--- config.mk ---
export PLATFORM = sky130hd
export DESIGN_NAME = mc_control_fsm
export DESIGN_NICKNAME = d
export VERILOG_FILES = /design/src/rtl/mc_control_fsm.sv
export SDC_FILE = /design/constraint.sdc
export NUM_CORES = 1
export LEC_CHECK = 0
export BUFFER_PORTS_ARGS = -buffer_cell sky130_fd_sc_hd__buf_2
export CAP_MARGIN = 20
export CORE_MARGIN = 4
export CORE_UTILIZATION = 50
export DETAILED_ROUTE_END_ITERATION = 8
export PLACE_DENSITY_LB_ADDON = 0.05
export SETUP_SLACK_MARGIN = 0.05
export SLEW_MARGIN = 15
export SYNTH_ARGS = -nofsm -noshare
export SYNTH_HDL_FRONTEND = slang
export SYNTH_SLANG_ARGS = --single-unit
--- constraint.sdc ---
create_clock -name clk -period 3.58 [get_ports clk]
set_clock_uncertainty 0.2 [all_clocks]
set_input_delay 0.537 -clock clk [delete_from_list [all_inputs] [get_ports clk]]
set_output_delay 0.537 -clock clk [all_outputs]
set_load 0.02 [all_outputs]
--- src/rtl/mc_control_fsm.sv ---
// mc_control_fsm: multicycle MIPS-16 control sequencer driving the ALU slice chain, memory handshake and retire counter
module mc_control_fsm #(
   parameter int CNT_W = 16
) (
   input  logic             clk,
   input  logic             rst_n,
   input  logic [3:0]       opcode,
   input  logic             zero,
   input  logic             mem_ready,
   output logic             mem_read,
   output logic             mem_write,
   output logic             ior_d,
   output logic             ir_write,
   output logic             pc_en,
   output logic [1:0]       pc_src,
   output logic             alu_src_a,
   output logic [1:0]       alu_src_b,
   output logic [3:0]       alu_op,
   output logic             reg_dst,
   output logic             mem_to_reg,
   output logic             reg_write,
   output logic             instr_done,
   output logic             illegal,
   output logic [CNT_W-1:0] instr_cnt
);
   typedef enum logic [3:0] {
      IDLE, FETCH, DECODE, EXEC_R, EXEC_I, ALU_WB,
      MEM_ADDR, MEM_RD, MEM_WB, MEM_WR, BRANCH, JUMP
   } state_t;
   localparam logic [3:0] ALU_ADD = 4'b0000;
   localparam logic [3:0] ALU_AND = 4'b0001;
   localparam logic [3:0] ALU_OR  = 4'b0010;
   localparam logic [3:0] ALU_SUB = 4'b0100;
   localparam logic [3:0] ALU_SLT = 4'b0111;
   state_t state, state_nx;
   logic is_r;
   logic [3:0] r_op;
   assign is_r = opcode <= 4'd4;
   assign r_op = opcode == 4'd1 ? ALU_SUB :
                 opcode == 4'd2 ? ALU_AND :
                 opcode == 4'd3 ? ALU_OR  :
                 opcode == 4'd4 ? ALU_SLT : ALU_ADD;
   // state register; reset aborts any instruction in flight
   always_ff @(posedge clk or negedge rst_n) begin
      if (!rst_n) state <= IDLE;
      else        state <= state_nx;
   end
   // retired-instruction counter, wraps freely
   always_ff @(posedge clk or negedge rst_n) begin
      if (!rst_n)          instr_cnt <= '0;
      else if (instr_done) instr_cnt <= instr_cnt + 1'b1;
   end
   // next-state and Moore outputs, with MEM_READY/ZERO qualification where the handshake needs it
   always_comb begin
      state_nx   = state;
      mem_read   = 1'b0;
      mem_write  = 1'b0;
      ior_d      = 1'b0;
      ir_write   = 1'b0;
      pc_en      = 1'b0;
      pc_src     = 2'b00;
      alu_src_a  = 1'b0;
      alu_src_b  = 2'b00;
      alu_op     = ALU_ADD;
      reg_dst    = 1'b0;
      mem_to_reg = 1'b0;
      reg_write  = 1'b0;
      instr_done = 1'b0;
      illegal    = 1'b0;
      case (state)
         IDLE: state_nx = FETCH;
         FETCH: begin
            mem_read  = 1'b1;
            alu_src_b = 2'b01;
            ir_write  = mem_ready;
            pc_en     = mem_ready;
            state_nx  = mem_ready ? DECODE : FETCH;
         end
         DECODE: begin
            alu_src_b = 2'b11;
            illegal   = opcode > 4'd10;
            state_nx  = is_r                                ? EXEC_R   :
                        opcode == 4'd5                      ? EXEC_I   :
                        opcode == 4'd6 || opcode == 4'd7    ? MEM_ADDR :
                        opcode == 4'd8 || opcode == 4'd9    ? BRANCH   :
                        opcode == 4'd10                     ? JUMP     : FETCH;
         end
         EXEC_R: begin
            alu_src_a = 1'b1;
            alu_op    = r_op;
            state_nx  = ALU_WB;
         end
         EXEC_I: begin
            alu_src_a = 1'b1;
            alu_src_b = 2'b10;
            state_nx  = ALU_WB;
         end
         ALU_WB: begin
            reg_write  = 1'b1;
            reg_dst    = is_r;
            instr_done = 1'b1;
            state_nx   = FETCH;
         end
         MEM_ADDR: begin
            alu_src_a = 1'b1;
            alu_src_b = 2'b10;
            state_nx  = opcode == 4'd6 ? MEM_RD : MEM_WR;
         end
         MEM_RD: begin
            mem_read = 1'b1;
            ior_d    = 1'b1;
            state_nx = mem_ready ? MEM_WB : MEM_RD;
         end
         MEM_WB: begin
            reg_write  = 1'b1;
            mem_to_reg = 1'b1;
            instr_done = 1'b1;
            state_nx   = FETCH;
         end
         MEM_WR: begin
            mem_write  = 1'b1;
            ior_d      = 1'b1;
            instr_done = mem_ready;
            state_nx   = mem_ready ? FETCH : MEM_WR;
         end
         BRANCH: begin
            alu_src_a  = 1'b1;
            alu_op     = ALU_SUB;
            pc_src     = 2'b01;
            pc_en      = opcode[0] ? !zero : zero;
            instr_done = 1'b1;
            state_nx   = FETCH;
         end
         JUMP: begin
            pc_src     = 2'b10;
            pc_en      = 1'b1;
            instr_done = 1'b1;
            state_nx   = FETCH;
         end
         default: state_nx = IDLE;
      endcase
   end
endmodule

# Word level (Yosys, flattened, before mapping)
# Cells that the tools add are included.
# Widths: inputs -> output; s select.
# word_totals
regBits	20
out_inout_bits	35
elab_cells	67
# op_classes
n_addsub	1
n_lt_le_gt_ge	2
eq_ne	21
n_mux	29
reduce_logical	12
# op_table
cell	n
$eq 4x3->1 const B	8
$mux 4	8
$eq 4x4->1 const B	7
$pmux 4 s7	1
$add 16x1->16 const B	1
$eq 4x2->1 const B	4
$mux 3	4
$mux 1	10
$reduce_or 2->1	5
$eq 4x1->1 const B	2
$reduce_or 4->1	2
$pmux 2 s3	1
$pmux 3 s2	1
$reduce_or 5->1	1
$gt 4x4->1 const B	1
$le 4x3->1 const B	1
$logic_not 4->1	1
$pmux 2 s2	1
$pmux 1 s3	1
$logic_or 1x1->1	2
$mux 2	1
$pmux 1 s2	1
$logic_not 1->1	1

# Depth between registers and ports, before layout
# logic_depth
word_depth	7
mapped_depth	5
ltp_nobuf	4

# Worst setup path after synthesis
# Ideal clock, no wire load.
# synth_timing
path_type	register to output
from	register state[2]
to	output pc_en
arrival_time_ps	1475
required_ps	2843
path_slack_ps	1368
stages_incl_launch_ff	5
n_path_buf	1
path_cell_list	dfrtp_1 -> nand2b_4 -> buf_6 -> or2_2 -> o21ai_0
# synth_via
elab_chain_cells	2
elab_cells_between_ends	4
cone_classes	eq/ne (3); mux (1)
# synth_lines
element	line_no	source
start, declared	35	state_t state, state_nx;
start signal, assigned	46	else state <= state_nx;
$eq 4x4->1 / $eq 4x1->1 (equally long branches)	70	case (state)
$pmux 1 s3 *	70	
end, declared	14	output logic pc_en,
# Mark *: on every way between the ends. The rest lies on a longest branch, timed or not.

# Final worst setup path
# layout_timing
from	register state[0]
to	output alu_op[2]
# layout_via
elab_chain_cells	2
elab_cells_between_ends	3
cone_classes	eq/ne (2); mux (1)
# layout_lines
element	line_no	source
$eq 4x4->1 / $eq 4x2->1 (equally long branches)	70	
$pmux 3 s2 *	70	
end, declared	18	output logic [3:0] alu_op,
# Marks and branches as above.

==> impl_metrics.json <==
{
  "status": "completed",
  "first_pass_iters": 2,
  "rsz0062_at_grt": "no",
  "cts_buffer_depth": 2,
  "vias_per_cell": 5.38,
  "fillers": 229,
  "setup-tns-final_ns": 0,
  "rows": 18,
  "wl_mm": 2.89,
  "syn_avg_cell_area_um2": 9.10,
  "grt_pass1_vias": 1131,
  "h-tree-depth": 1,
  "critPathMaxFanout": 20,
  "grt-busiest-layer": "met2",
  "use_met3_pct": 1.94,
  "slew_headroom_pct": 55.9,
  "gp_congestion": 0.907,
  "fp.dieArea_um2": 3610,
  "p_comb_share_pct": 49.6,
  "hp-class": "flop to flop",
  "grt_use_met2_pct": 30.6,
  "antenna_cells": 0,
  "ys_seq_area_share_pct": 36.9,
  "fin_crit_sh_pct": 75.2,
  "synth_area_um2": 1360,
  "start_util_pct": 53.8,
  "postLayoutSetupSlackWorst_ns": 0.887,
  "stdcell_count": 214,
  "fin_util_pct": 62.4,
  "hpwl_mm": 2.15,
  "grt_overflow_total": 0,
  "grt_max_degree": 21,
  "ant_nets": 0,
  "ys_ff_latch": 20,
  "p_leak_nw": 0.761,
  "dp_slack_ns": 1.25,
  "die_w_um": 60.1,
  "power.switching_mw": 0.472,
  "yosys_warnings": 0,
  "fmax_ghz": 0.371,
  "p_seq_share_pct": 37.6,
  "fin_nets": 194,
  "synth_cells": 149,
  "postCtsSetupRepairBufs": 0,
  "vdd_ir_drop_max_v": 0.000619,
  "tightestPinTransition_ns": 0.662,
  "tritoncts": "built",
  "clock_latency_ns": 0.30,
  "critPathRequiredTime_ns": 2.84,
  "final-seq-area_um2": 500,
  "endpoint_kind": "output port",
  "swShare_pct": 46.6,
  "maxCapViolCount": 0,
  "synthDistinctLibCells": 40,
  "antenna_found_initial": 0,
  "numCtsBuffers": 3,
  "multiInputGateArea_um2": 776,
  "drc": 0,
  "core_um2": 2520,
  "p_int_mw": 0.540,
  "area_delta_synth_final_pct": 16.0,
  "power_density_nw_per_um2": 644,
  "die_h_um": 60.1,
  "synth_top_area_share_pct": 36.9,
  "clkTransAtPathRegs_ns": 0.11,
  "grt_pass1_wl_mm": 4.93,
  "drv_slew": 0,
  "worst_ep_arrival_time_ns": 1.96,
  "routedWlPerCell_um": 13.5,
  "hold_slack_ns": 0.269,
  "cts_sinks": 20,
  "drive_gt1_share_pct": 28.3,
  "via_count": 1151,
  "critPathLaunchType": "flop",
  "grtUsageTotal_pct": 18.1,
  "p_clk_share_pct": 12.8,
  "synth_top_cell_by_area": "dfrtp_1",
  "drtIter0Drc": 27,
  "setup-violations-final": 0,
  "io_buffers": 41,
  "grt_use_met1_pct": 22.3,
  "worstSetupPathType": "flop to output port",
  "synth_area_leaders": "dfrtp_1 (37%), xnor2_1 (11%), nor2_1 (4.7%)",
  "crit_start": "state[0]$_DFF_PN0_",
  "worstHoldStart": "instr_cnt[15]$_DFFE_PN0P_",
  "dp_cells": 209,
  "min_period_ns": 2.69,
  "cts_root_buf": "clkbuf_4",
  "r2r-start": "state[0]$_DFF_PN0_",
  "syn_nets": 158,
  "ioPinCount": 43,
  "hold_viol_final": 0
}
-- registers in the layout (all words and copies together), names as in the netlist --
signal     count
instr_cnt     16
state          4
-- cells in the mapped netlist, drive strengths merged --
cell type / n
xnor2: 17
o31ai: 1
o21ai: 2
nor3b: 3
a21boi: 1
nand4bb: 2
a21oi: 5
and4: 2
buf: 11
nor2: 17
and3: 7
o22ai: 2
inv: 2
nor3: 7
ha: 1
o21a: 1
o32ai: 1
a311oi: 1
or2: 1
a31oi: 1
o211ai: 2
nor2b: 1
nand4: 4
nand2: 14
nand4b: 1
xor2: 2
conb: 1
mux2: 1
and2: 1
nand3: 9
mux2i: 1
nand2b: 7
dfrtp: 20
-- final timing paths --
check	end	slack (ns)	cells past startpoint
max in group asynchronous	instr_cnt[9]$_DFFE_PN0P_	2.39	2
min in group asynchronous	instr_cnt[5]$_DFFE_PN0P_	0.49	2
setup / recovery	alu_op[2]	0.89	5
hold / removal	instr_cnt[15]$_DFFE_PN0P_	0.27	1
hold reg to reg	instr_cnt[15]$_DFFE_PN0P_	0.27	1
setup reg to reg	instr_cnt[1]$_DFFE_PN0P_	1.64	3
-- per-layer routing --
metal	up-vias	part of all wire, %
met5	-	0
met1	525	47
met2	34	46
li1	586	-
met3	6	4.6
met4	0	2.0
-- through the flow --
stage / area (um^2) / power (mW)
after CTS: 1570 / 1.02
after global routing: 1570 / 1.09
after floorplan: 1360 / 0.765
after detailed placement: 1530 / 0.890
final: 1570 / 1.01
after global placement: 1530 / 0.882
-- layout make-up --
type                       count  share of cell area [%]
multi-input combinational    116                    49.3
sequential                    20                    31.8
timing repair buffer          42                    13.7
tap                           30                    2.39
clock buffer                   4                    2.31
inverter                       2                   0.477
-- placed cells by master, fill, tap and decap left out, drive strengths merged, types with 3 or more instances in the layout --
cell type / synthesis / routed
clkbuf: 0 / 4
dfrtp: 20 / 20
nor2: 17 / 17
nand3: 9 / 9
a21oi: 5 / 5
buf: 11 / 41
nor3b: 3 / 3
xnor2: 17 / 17
nand2: 14 / 14
and3: 7 / 7
nand2b: 7 / 7
nor3: 7 / 7
nand4: 4 / 4
-- worst max-delay path: stages, from the launching register on --
cell and delay [ns]:
dfrtp_1 0.78, nand2_1 0.19, nor2_1 0.12, nand2_1 0.10, o32ai_1 0.26, buf_2 0.20
-- power by group through the flow --
stage	logic (mW)	registers (mW)	clock network, mW
3_5_place_dp	0.504	0.386	0
5_1_grt	0.549	0.393	0.143
4_1_cts	0.508	0.381	0.135
6_report	0.502	0.381	0.129
2_1_floorplan	0.401	0.364	0
3_3_place_gp	0.504	0.379	0
-- timing repair --
action                    4_1_cts  5_1_grt
resized for setup               0        0
hold endpoints to repair       20        0
hold buffers                    1        0
-- kinds of logic (layout without fill, tap and decap cells) --
logic type | after synthesis | after routing | share of synthesized area [%]
AND/OR/NAND/NOR | 76 | 76 | 32.0
flip-flops | 20 | 20 | 36.9
XOR/XNOR | 19 | 19 | 12.3
AO/OA/AOI/OAI | 17 | 17 | 9.87
buffers and inverters | 13 | 48 | 5.90
multiplexers | 2 | 2 | 1.84
adder cells (fa/ha/maj) | 1 | 1 | 0.922
other | 1 | 1 | 0.276
Power figures use the tool's default switching activity.
